File: config.mk
export PLATFORM = sky130hd
export DESIGN_NAME = apb_master_sched9
export DESIGN_NICKNAME = d
export VERILOG_FILES = /design/src/rtl/apb_master_sched9.sv
export SDC_FILE = /design/constraint.sdc
export NUM_CORES = 1
export LEC_CHECK = 0
export ABC_AREA = 1
export BUFFER_PORTS_ARGS = -buffer_cell sky130_fd_sc_hd__buf_2
export CAP_MARGIN = 20
export CORE_AREA = 2 2 165 167
export DETAILED_ROUTE_END_ITERATION = 6
export DIE_AREA = 0 0 167 169
export HOLD_SLACK_MARGIN = 0.1
export PLACE_DENSITY = 0.62
export SYNTH_ARGS = -nofsm -noshare
export SYNTH_HDL_FRONTEND = slang
export SYNTH_SLANG_ARGS = --single-unit
File: constraint.sdc
create_clock -name pclock9 -period 5.43 [get_ports pclock9]
set_clock_uncertainty 0.05 [all_clocks]
set_input_delay 1.086 -clock pclock9 [delete_from_list [all_inputs] [get_ports pclock9]]
set_output_delay 1.086 -clock pclock9 [all_outputs]
set_load 0.005 [all_outputs]
File: src/rtl/apb_master_sched9.sv
// Round-robin scheduler sharing one APB master bus among NREQ requesters.
// Optional wait-state timeout is built when APB_SCHED_TIMEOUT_EN is defined.
module apb_master_sched9 #(
  parameter int unsigned NREQ           = 4,
  parameter int unsigned PADDR_WIDTH9   = 32,
  parameter int unsigned PWDATA_WIDTH9  = 32,
  parameter int unsigned PRDATA_WIDTH9  = 32,
  parameter int unsigned SEL_LSB        = 12,
  parameter int unsigned TIMEOUT_CYCLES = 16
) (
  input  logic                            pclock9,
  input  logic                            preset9,
  input  logic [NREQ-1:0]                 req_valid,
  output logic [NREQ-1:0]                 req_ready,
  input  logic [NREQ*PADDR_WIDTH9-1:0]    req_addr,
  input  logic [NREQ-1:0]                 req_write,
  input  logic [NREQ*PWDATA_WIDTH9-1:0]   req_wdata,
  output logic [NREQ-1:0]                 rsp_valid,
  output logic [PRDATA_WIDTH9-1:0]        rsp_rdata,
  output logic                            rsp_err,
  output logic [PADDR_WIDTH9-1:0]         paddr9,
  output logic                            prwd9,
  output logic [PWDATA_WIDTH9-1:0]        pwdata9,
  output logic                            penable9,
  output logic [15:0]                     psel9,
  input  logic                            pready9,
  input  logic [PRDATA_WIDTH9-1:0]        prdata9,
  input  logic                            pslverr9
);

  localparam int unsigned GW = (NREQ > 1) ? $clog2(NREQ) : 1;

  if (NREQ < 2 || NREQ > 8) begin : g_bad_nreq
    $error("apb_master_sched9: NREQ must be 2..8");
  end
  if (TIMEOUT_CYCLES < 1) begin : g_bad_timeout
    $error("apb_master_sched9: TIMEOUT_CYCLES must be at least 1");
  end

  typedef enum logic [1:0] {S_IDLE, S_SETUP, S_ACCESS} state_e;

  state_e                     state_q, state_d;
  logic [GW-1:0]              last_gnt_q, last_gnt_d;
  logic [PADDR_WIDTH9-1:0]    paddr_q, paddr_d;
  logic                       prwd_q, prwd_d;
  logic [PWDATA_WIDTH9-1:0]   pwdata_q, pwdata_d;
  logic                       penable_q, penable_d;
  logic [15:0]                psel_q, psel_d;
  logic [NREQ-1:0]            rsp_valid_q, rsp_valid_d;
  logic [PRDATA_WIDTH9-1:0]   rsp_rdata_q, rsp_rdata_d;
  logic                       rsp_err_q, rsp_err_d;

  logic                       gnt_any;
  logic [GW-1:0]              gnt_idx;
  logic [GW-1:0]              cand;
  logic [PADDR_WIDTH9-1:0]    gnt_addr;
  logic [PWDATA_WIDTH9-1:0]   gnt_wdata;

`ifdef APB_SCHED_TIMEOUT_EN
  localparam int unsigned TW = $clog2(TIMEOUT_CYCLES + 1);
  logic [TW-1:0]              wait_cnt_q, wait_cnt_d;
`endif

  // Round-robin search; iterating downward lets the nearest index after last_gnt win.
  always_comb begin
    gnt_any = 1'b0;
    gnt_idx = '0;
    cand    = '0;
    for (int i = NREQ; i >= 1; i--) begin
      cand = GW'((32'(last_gnt_q) + 32'(i)) % NREQ);
      if (req_valid[cand]) begin
        gnt_any = 1'b1;
        gnt_idx = cand;
      end
    end
  end

  assign gnt_addr  = req_addr[32'(gnt_idx) * PADDR_WIDTH9 +: PADDR_WIDTH9];
  assign gnt_wdata = req_wdata[32'(gnt_idx) * PWDATA_WIDTH9 +: PWDATA_WIDTH9];

  always_comb begin
    req_ready = '0;
    if (state_q == S_IDLE && !preset9 && gnt_any) begin
      req_ready = NREQ'(1) << gnt_idx;
    end
  end

  always_comb begin
    state_d     = state_q;
    last_gnt_d  = last_gnt_q;
    paddr_d     = paddr_q;
    prwd_d      = prwd_q;
    pwdata_d    = pwdata_q;
    penable_d   = penable_q;
    psel_d      = psel_q;
    rsp_valid_d = '0;
    rsp_rdata_d = rsp_rdata_q;
    rsp_err_d   = rsp_err_q;
`ifdef APB_SCHED_TIMEOUT_EN
    wait_cnt_d  = wait_cnt_q;
`endif
    case (state_q)
      S_IDLE: begin
        if (gnt_any) begin
          state_d    = S_SETUP;
          last_gnt_d = gnt_idx;
          paddr_d    = gnt_addr;
          prwd_d     = req_write[gnt_idx];
          pwdata_d   = req_write[gnt_idx] ? gnt_wdata : '0;
          psel_d     = 16'(1) << gnt_addr[SEL_LSB +: 4];
          penable_d  = 1'b0;
        end
      end
      S_SETUP: begin
        state_d   = S_ACCESS;
        penable_d = 1'b1;
`ifdef APB_SCHED_TIMEOUT_EN
        wait_cnt_d = '0;
`endif
      end
      S_ACCESS: begin
        if (pready9) begin
          state_d     = S_IDLE;
          psel_d      = '0;
          penable_d   = 1'b0;
          rsp_valid_d = NREQ'(1) << last_gnt_q;
          rsp_rdata_d = prwd_q ? '0 : prdata9;
          rsp_err_d   = pslverr9;
        end
`ifdef APB_SCHED_TIMEOUT_EN
        // Abort on the wait cycle that brings the counter to the limit.
        else if (wait_cnt_q == TW'(TIMEOUT_CYCLES - 1)) begin
          state_d     = S_IDLE;
          psel_d      = '0;
          penable_d   = 1'b0;
          rsp_valid_d = NREQ'(1) << last_gnt_q;
          rsp_rdata_d = '0;
          rsp_err_d   = 1'b1;
        end else begin
          wait_cnt_d = wait_cnt_q + 1'b1;
        end
`endif
      end
      default: state_d = S_IDLE;
    endcase
  end

  always_ff @(posedge pclock9) begin
    if (preset9) begin
      state_q     <= S_IDLE;
      last_gnt_q  <= GW'(NREQ - 1);
      paddr_q     <= '0;
      prwd_q      <= 1'b0;
      pwdata_q    <= '0;
      penable_q   <= 1'b0;
      psel_q      <= '0;
      rsp_valid_q <= '0;
      rsp_rdata_q <= '0;
      rsp_err_q   <= 1'b0;
`ifdef APB_SCHED_TIMEOUT_EN
      wait_cnt_q  <= '0;
`endif
    end else begin
      state_q     <= state_d;
      last_gnt_q  <= last_gnt_d;
      paddr_q     <= paddr_d;
      prwd_q      <= prwd_d;
      pwdata_q    <= pwdata_d;
      penable_q   <= penable_d;
      psel_q      <= psel_d;
      rsp_valid_q <= rsp_valid_d;
      rsp_rdata_q <= rsp_rdata_d;
      rsp_err_q   <= rsp_err_d;
`ifdef APB_SCHED_TIMEOUT_EN
      wait_cnt_q  <= wait_cnt_d;
`endif
    end
  end

  assign paddr9    = paddr_q;
  assign prwd9     = prwd_q;
  assign pwdata9   = pwdata_q;
  assign penable9  = penable_q;
  assign psel9     = psel_q;
  assign rsp_valid = rsp_valid_q;
  assign rsp_rdata = rsp_rdata_q;
  assign rsp_err   = rsp_err_q;

endmodule

After elaboration in Yosys (flattened, before gate mapping). Cells that the tools add are included.

Add/subtract/negate cells: 4. Order comparisons: 5. Equal/unequal tests: 4. Shifts and indexed selects: 5. Mux-type cells: 30. Bitwise gates (word level): 2. Reductions and logical operators: 12.

Operators by type and width (count): variable part select 128 x 8 -> 32 bit (2); two-way mux 32 bit (2); two-way mux 16 bit (2); case mux 16 bit (2 select lines) (1); left shift 1 x 4 -> 16 bit (first input constant) (1); less-than comparator 2 x 3 -> 1 bit (second input constant) (5); two-way mux 2 bit (6); two-way mux 1 bit (11); binary-select mux 1 bit (select 2 bit) (5); left shift 1 x 2 -> 4 bit (first input constant) (2); case mux 2 bit (3 select lines) (1); AND reduction 2 bit (3); AND reduction 3 bit (2); adder 2 x 1 -> 2 bit (second input constant) (2); adder 2 bit (second input constant) (2); two-way mux 4 bit (1); != test 2 bit (second input constant) (2); case mux 1 bit (3 select lines) (1); nonzero test 3 bit (1); OR reduction 3 bit (1); == test 2 x 1 -> 1 bit (second input constant) (1); == test 2 bit (second input constant) (1); logical AND 1 bit (2); zero test 2 bit (1); other kinds (3) (4).

Register bits: 123. Bits of input ports: 300. Output and inout bits: 123. Word-level logic and storage cells: 72.

Depth between registers and ports, before layout. Gate-level depths: netlist of run 1.

Word-level depth: 11. Gate-level depth with buffers: 18. Mapped depth without buffers: 17.

Least setup slack after synthesis of run 1. No wires, ideal clock.

Kind: input to output. Start point: input req_valid[3]. End point: output req_ready[2]. Data arrival time: 2.317 ns. Required time: 4.294 ns. Setup slack: 1.977 ns. Stages on the path: 10. Buffers on the path: 2. Path through: inv_1 o21ai_2 nand2_1 nand2_1 nand4_1 nand2_4 inv_2 buf_2 buf_2 nor3_1.

Word-level cells in the longest chain between the ends: 8. Elaborated cells on any way between the ends: 19. Those cells by class: shift: 1; mux: 17; reduce/logical: 1.

RTL lines: start: declaration (line 13) `input logic [NREQ-1:0] req_valid,`; binary-select mux 1 bit (select 2 bit) (line 71) `if (req_valid[cand]) begin`; two-way mux 1 bit (not written as such) (line 71); two-way mux 2 bit / two-way mux 1 bit (equally long branches) (4 in a row) (line 71); left shift 1 x 2 -> 4 bit / logical AND 1 bit (equally long branches) (line 84, 83); two-way mux 4 bit * (line 83) `if (state_q == S_IDLE && !preset9 && gnt_any) begin`; end: declaration (line 14) `output logic [NREQ-1:0] req_ready,`.

Mark *: on every way between the ends. The rest lies on a longest branch, timed or not. The select of a mux whose other input is x is not followed.

Worst setup path after layout of run 1.
Start point: input req_valid[3]. End point: output req_ready[1].

Same word-level chain as after synthesis.

==> results of run 1 <==
==> placed cells by master, fill, tap and decap left out, drive strengths merged, types with 5 or more instances in the layout <==
cell type | synthesis | layout
a41oi | 13 | 13
clkbuf | 34 | 17
dfxtp | 123 | 123
nor2 | 56 | 56
nand2 | 526 | 526
diode | 0 | 5
a22oi | 9 | 9
inv | 50 | 60
nand3 | 99 | 99
a21oi | 51 | 51
buf | 41 | 434
o21ai | 73 | 73
nand4 | 8 | 8
a31oi | 9 | 9
==> metrics by stage <==
| step | utilization, % | worst slack [ns] | power, mW | hold slack, ns |
|---|---|---|---|---|
| floorplan | - | 1.98 | 4.39 | 0.400 |
| global placement | 34.0 | 1.56 | 5.38 | 0.399 |
| detailed placement | 34.0 | 1.44 | 5.40 | 0.406 |
| CTS | 36.1 | 1.48 | 6.54 | 0.416 |
| global route | 36.3 | 1.25 | 7.15 | 0.429 |
| finish | 36.3 | 1.48 | 6.48 | 0.414 |
==> power by group through the flow <==
stage	Clock, mW	Sequential (mW)	Combinational [mW]
after CTS	1.15	1.31	4.08
after floorplan	0	1.33	3.06
final	1.12	1.31	4.06
after global placement	0	1.32	4.06
after detailed placement	0	1.33	4.07
after global routing	1.19	1.35	4.61
==> layer usage <==
| layer | wire (um) | vias to the layer above | share of wire, % |
|---|---|---|---|
| li1 | - | 4313 | - |
| met1 | 11800 | 3819 | 43 |
| met2 | 13300 | 319 | 49 |
| met3 | 1710 | 34 | 6.3 |
| met4 | 467 | 0 | 1.7 |
| met5 | 0 | - | 0 |
==> worst paths after layout <==
check,from,endpoint,slack (ns),depth (start not counted)
max reg2reg,last_gnt_q[0],pwdata9[10],1.97,15
max,req_valid[3],req_ready[1],1.48,12
min reg2reg,pwdata9[16],pwdata9[16],0.41,2
min,pwdata9[16],pwdata9[16],0.41,2
==> cell families (layout without fill, tap and decap cells) <==
logic type             Yosys count  count (layout)  share of synthesized area [%]
and+or+nand+nor                696             696                           41.7
other                            0               5                              0
DFF                            123             123                           36.3
AOI/OAI and AO/OA              159             159                           13.2
buffers and inverters          126             517                           8.79
==> synthesized netlist by cell type (2+ instances only) <==
library cell	instances
nand3_2	2
inv_2	5
nor2_2	3
nor2_1	51
nand4_1	8
a21oi_1	51
nand2_2	3
buf_1	3
nor3_1	4
buf_4	6
a41oi_1	13
o21ai_0	62
nand2_1	522
nand3_1	97
nand3b_1	2
o21ai_1	10
inv_1	45
o211ai_1	4
dfxtp_1	123
a31oi_1	9
a22oi_1	9
buf_2	23
buf_6	8
clkbuf_1	34
==> area by class of cell <==
type                            count  area [um^2]  share of cell area (%)
Clock buffer                       17          425                    4.43
Tap cell                          341          427                    4.44
Timing Repair Buffer              434         2220                    23.1
Multi-Input combinational cell    855         3720                    38.8
Inverter                           51          191                    1.99
Antenna cell                        5         12.5                   0.130
Sequential cell                   123         2460                    25.6
Clock inverter                     15          144                    1.50
==> critical path: cells and delay by family <==
kind                   cells  cell delay (ns)
buffers and inverters      5             0.64
and+or+nand+nor            7             1.09
==> state kept, by name, summed over array words and instances (netlist names) <==
signal      count
last_gnt_q      2
rsp_rdata      32
psel9          16
penable9        1
rsp_err         1
state_q         2
paddr9         32
pwdata9        32
prwd9           1
rsp_valid       4
==> impl_metrics.env, run 1 <==
export IMPL_cts_setup_buffers=0
export IMPL_routed_via_count=8485
export IMPL_startpoint_type="primary input"
export IMPL_clkLatencyLatePin_ns=0.41
export IMPL_gr_total_overflow=0
export IMPL_hold_class="register to register"
export IMPL_p_leak_nw=5.18
export IMPL_syn_nets=1404
export IMPL_fmax_mhz=253
export IMPL_sequentialPowerShare_pct=20.3
export IMPL_grt_max_degree=82
export IMPL_dpl_cell_area_mm2=0.00900
export IMPL_end_kind="output port"
export IMPL_synthTopCellsByArea="dfxtp_1 (36%), nand2_1 (29%), nand3_1 (7.2%), o21ai_0 (4.6%), a21oi_1 (3.8%)"
export IMPL_critPathRequiredTime_ns=4.29
export IMPL_cts_buffer_depth=2
export IMPL_yosys_area_top_type="dfxtp_1"
export IMPL_cts_max_level=4
export IMPL_vdd_drop_max_uv=382
export IMPL_synth_avg_cell_area_um2=6.14
export IMPL_yosysTopAreaCellShare_pct=36.3
export IMPL_port_buffers=422
export IMPL_switchingPower_mw=3.45
export IMPL_drv_slew=0
export IMPL_rows=60
export IMPL_hold_buffers=0
export IMPL_worstPathCellList="buf_2, inv_1, nand2_1, nand2_1, inv_1, nor2_1, nor2_1, nand3_2, nand2_2, inv_2, nor3_1, buf_2"
export IMPL_grt_pass1_vias=7646
export IMPL_power_density_mw_per_mm2=675
export IMPL_die_height_um=169
export IMPL_clkSinkCount=123
export IMPL_p_int_mw=3.03
export IMPL_wl_per_cell_um=14.8
export IMPL_swShare_pct=53.2
export IMPL_fp_dieW_um=167
export IMPL_area_growth_pct=41.8
export IMPL_async_flop_share_pct=0
export IMPL_ant_nets=0
export IMPL_drv_cap=0
export IMPL_grtUsageTotal_pct=18.3
export IMPL_ys_seq_elements=123
export IMPL_synthFlopType="dfxtp_1"
export IMPL_layout_drive_gt1_share_pct=32.4
export IMPL_cts_tree="done"
export IMPL_syn_inst=1104
export IMPL_period_needed_ns=3.95
export IMPL_critPathKind="primary input to output port"
export IMPL_tightest_slew_ns=0.964
export IMPL_rsz0062_at_grt="no"
export IMPL_yosys_warnings=0
export IMPL_fin_cells=1841
export IMPL_relSlewSlack_pct=35.7
export IMPL_drtPass1Iterations=7
export IMPL_design_area_mm2=0.00961
export IMPL_clk_pin_slew_worst_paths_ns=0.06
export IMPL_period_share_pct=72.8
export IMPL_met3_usage_pct=4.16
export IMPL_cts_root_buffer="clkbuf_16"
export IMPL_tns_ns=0
export IMPL_cts_buffers=17
export IMPL_hpwl_mm=20.6
export IMPL_grt_pass1_wl_mm=41.6
export IMPL_clkPwrFrac_pct=17.2
export IMPL_dieArea_mm2=0.0282
export IMPL_core_mm2=0.0265
export IMPL_drtIter0Drc=620
export IMPL_slowest_stage="nand2_2"
export IMPL_gp_congestion=0.854
export IMPL_final_setup_viol_count=0
export IMPL_wirelength_mm=27.3
export IMPL_status="finished, final reports clean"
export IMPL_p_comb_share_pct=62.5
export IMPL_vias_per_cell=4.61
export IMPL_synth_cell_types=31
export IMPL_hold_violations=0
export IMPL_cpPeakStageDelay_ns=0.28
export IMPL_fillCellCount=2954
export IMPL_ys_seq_area_share_pct=36.3
export IMPL_antenna_found_initial=5
export IMPL_place_inst=1803
export IMPL_ios=423
export IMPL_arrival_ns=2.81
export IMPL_globalRoute_busiestLayer="met2"
export IMPL_nets=1782
export IMPL_synth_edff_count=0
export IMPL_met2_usage_pct=30.2
export IMPL_crit_fanout=31
export IMPL_initial_utilization_pct=25.6
export IMPL_route_detailed_drc=0
export IMPL_grt_met1_usage_pct=23.7
export IMPL_post_cts_resized=0
export IMPL_synthesis_area_mm2=0.00678
Power figures use the tool's default switching activity.
==> inputs of run 2 (changes only) <==
- clock period: 5.43 -> 4.1 ns (I/O delays scaled with it)
==> run 2 against run 1 <==
Net effect:
- design area up 0.83%
- count of clock-buffer cells in the layout unchanged
- register-to-register slack got worse by 1.0 ns
- die area unchanged
- hold slack got worse by 0.0021 ns
- non-clock buffer count grew 4
- combinational power up 35%
- critical path depth did not move
- wire length grew 0.18%
- core utilization up 0.30 points
- critical path type is now register to output port
- highest routed layer unchanged
==> impl_metrics.env, run 2 (synthesis results as in run 1) <==
export IMPL_cpMostUsedCell="nand2_1"
export IMPL_clkLatencyLatePin_ns=0.41
export IMPL_power_mw=8.89
export IMPL_final_setup_viol_count=0
export IMPL_arrival_ns=2.86
export IMPL_min_from="pwdata9[5]"
export IMPL_core_mm2=0.0265
export IMPL_fin_cells=1846
export IMPL_worstPathCellList="inv_2, nand2_1, nand2_1, nand2_2, nand2_1, inv_2, nand2_1, nand2_2, nand2_2, buf_4, nor3_1, buf_2"
export IMPL_drv_slew=0
export IMPL_critPathRequiredTime_ns=3.23
export IMPL_ios=423
export IMPL_rsz0062_at_grt="no"
export IMPL_regToRegSetupSlack_ns=0.96
export IMPL_antenna_found_initial=6
export IMPL_grt_pass1_vias=7738
export IMPL_rr_endpoint="pwdata9[7]"
export IMPL_tns_ns=0
export IMPL_rows=60
export IMPL_final_cell_mix="nand2_1 (522), buf_2 (422), dfxtp_1 (123)"
export IMPL_wl_met2_mm=13.1
export IMPL_drtIter0Drc=456
export IMPL_startpoint_type="register"
export IMPL_cts_buffer_depth=2
export IMPL_design_area_mm2=0.00969
export IMPL_m1WireLength_mm=12.0
export IMPL_utilization_pct=36.6
export IMPL_rr_worst_depth=15
export IMPL_cts_buffers=17
export IMPL_hold_ws_ns=0.411
export IMPL_dieArea_mm2=0.0282
export IMPL_clkSinkCount=123
export IMPL_place_ws_ns=0.525
export IMPL_power_density_mw_per_mm2=917
export IMPL_cts_max_level=4
export IMPL_hold_end="pwdata9[5]"
export IMPL_period_share_pct=90.9
export IMPL_tightest_slew_ns=1.02
export IMPL_hold_buffers=0
export IMPL_route_detailed_drc=0
export IMPL_slowest_stage="dfxtp_1"
export IMPL_relSlewSlack_pct=31.7
export IMPL_routed_via_count=8488
export IMPL_gp_congestion=0.864
export IMPL_cts_root_buffer="clkbuf_16"
export IMPL_p_leak_nw=5.23
export IMPL_crit_buf_inv=4
export IMPL_hold_path_cell_count=2
export IMPL_hold_class="register to register"
export IMPL_hpwl_mm=20.7
export IMPL_cts_setup_buffers=0
export IMPL_vias_per_cell=4.60
export IMPL_area_growth_pct=43.0
export IMPL_die_height_um=169
export IMPL_vdd_drop_max_uv=563
export IMPL_initial_utilization_pct=25.6
export IMPL_crit_family="simple AND/OR/NAND/NOR gates"
export IMPL_fmax_mhz=268
export IMPL_crit_cells=12
export IMPL_grt_pass1_wl_mm=42.0
export IMPL_cts_tree="done"
export IMPL_end_kind="output port"
export IMPL_drtPass1Iterations=5
export IMPL_wirelength_mm=27.3
export IMPL_r2r_start="last_gnt_q[0]"
export IMPL_gr_total_overflow=0
export IMPL_layout_drive_gt1_share_pct=32.6
export IMPL_crit_fanout=12
export IMPL_cpPeakStageDelay_ns=0.55
export IMPL_nets=1786
export IMPL_hold_violations=0
export IMPL_status="finished, final reports clean"
export IMPL_critPathKind="register to output port"
export IMPL_layout_setup_ws_ns=0.374
export IMPL_post_cts_resized=0
export IMPL_grt_max_degree=82
export IMPL_port_buffers=422
export IMPL_drv_cap=0
export IMPL_dpl_cell_area_mm2=0.00905
export IMPL_ant_nets=0
export IMPL_final_common_cell="nand2_1"
export IMPL_dr_wl_met3_mm=1.61
export IMPL_place_inst=1808
export IMPL_fp_dieW_um=167
export IMPL_period_needed_ns=3.73
export IMPL_clk_pin_slew_worst_paths_ns=0.06
export IMPL_wl_per_cell_um=14.8
export IMPL_grtUsageTotal_pct=18.4
export IMPL_top_layer_used="met4"
==> run 2: changes by cell type in the layout (fill, tap and decap cells not counted), sizes merged <==
cell | previous run | this run
buf | 434 | 438
bufinv | 0 | 3
clkinv | 2 | 3
clkinvlp | 4 | 0
diode | 5 | 6
==> run 2: where the power goes <==
part           total (mW)  internal (mW)  switching [mW]
sequential           1.74           1.55           0.195
combinational        5.50           1.76            3.75
clock                1.64          0.985           0.655
total                8.89           4.29            4.60
==> run 2: how the worst max path moves through the flow <==
stage                  start           end  slack [ns]
5_1_grt        last_gnt_q[0]  req_ready[0]        0.04
3_3_place_gp    req_valid[3]  req_ready[0]        0.54
6_report       last_gnt_q[0]  req_ready[0]        0.37
2_1_floorplan   req_valid[3]  req_ready[2]        1.18
4_1_cts        last_gnt_q[0]  req_ready[0]        0.30
3_5_place_dp    req_valid[3]  req_ready[0]        0.52
==> run 2: worst register-to-register path, stage by stage (launching register included) <==
cell	delay, ns
dfxtp_1	0.55
inv_2	0.15
nand2_1	0.11
nand2_1	0.10
nand2_2	0.11
nand2_1	0.07
inv_2	0.06
nand3_2	0.21
nand2_2	0.30
inv_2	0.17
nand2_1	0.09
nand2_1	0.05
nand2_1	0.06
nand3_2	0.56
nand3_1	0.29
a21oi_1	0.08
==> run 2: cell type report <==
class	count	area, um^2
Multi-Input combinational cell	855	3720
Fill cell	2880	16800
Clock inverter	15	199
Antenna cell	6	15.0
Clock buffer	17	425
Sequential cell	123	2460
Inverter	51	191
Timing Repair Buffer	438	2240
Tap cell	341	427
==> run 2: routing by layer <==
| metal | global-route usage, % | vias up |
|---|---|---|
| met1 | 23.9 | 3821 |
| met4 | 5.96 | 0 |
| met3 | 4.04 | 36 |
| met2 | 30.4 | 310 |
| li1 | - | 4321 |
| met5 | 0 | - |
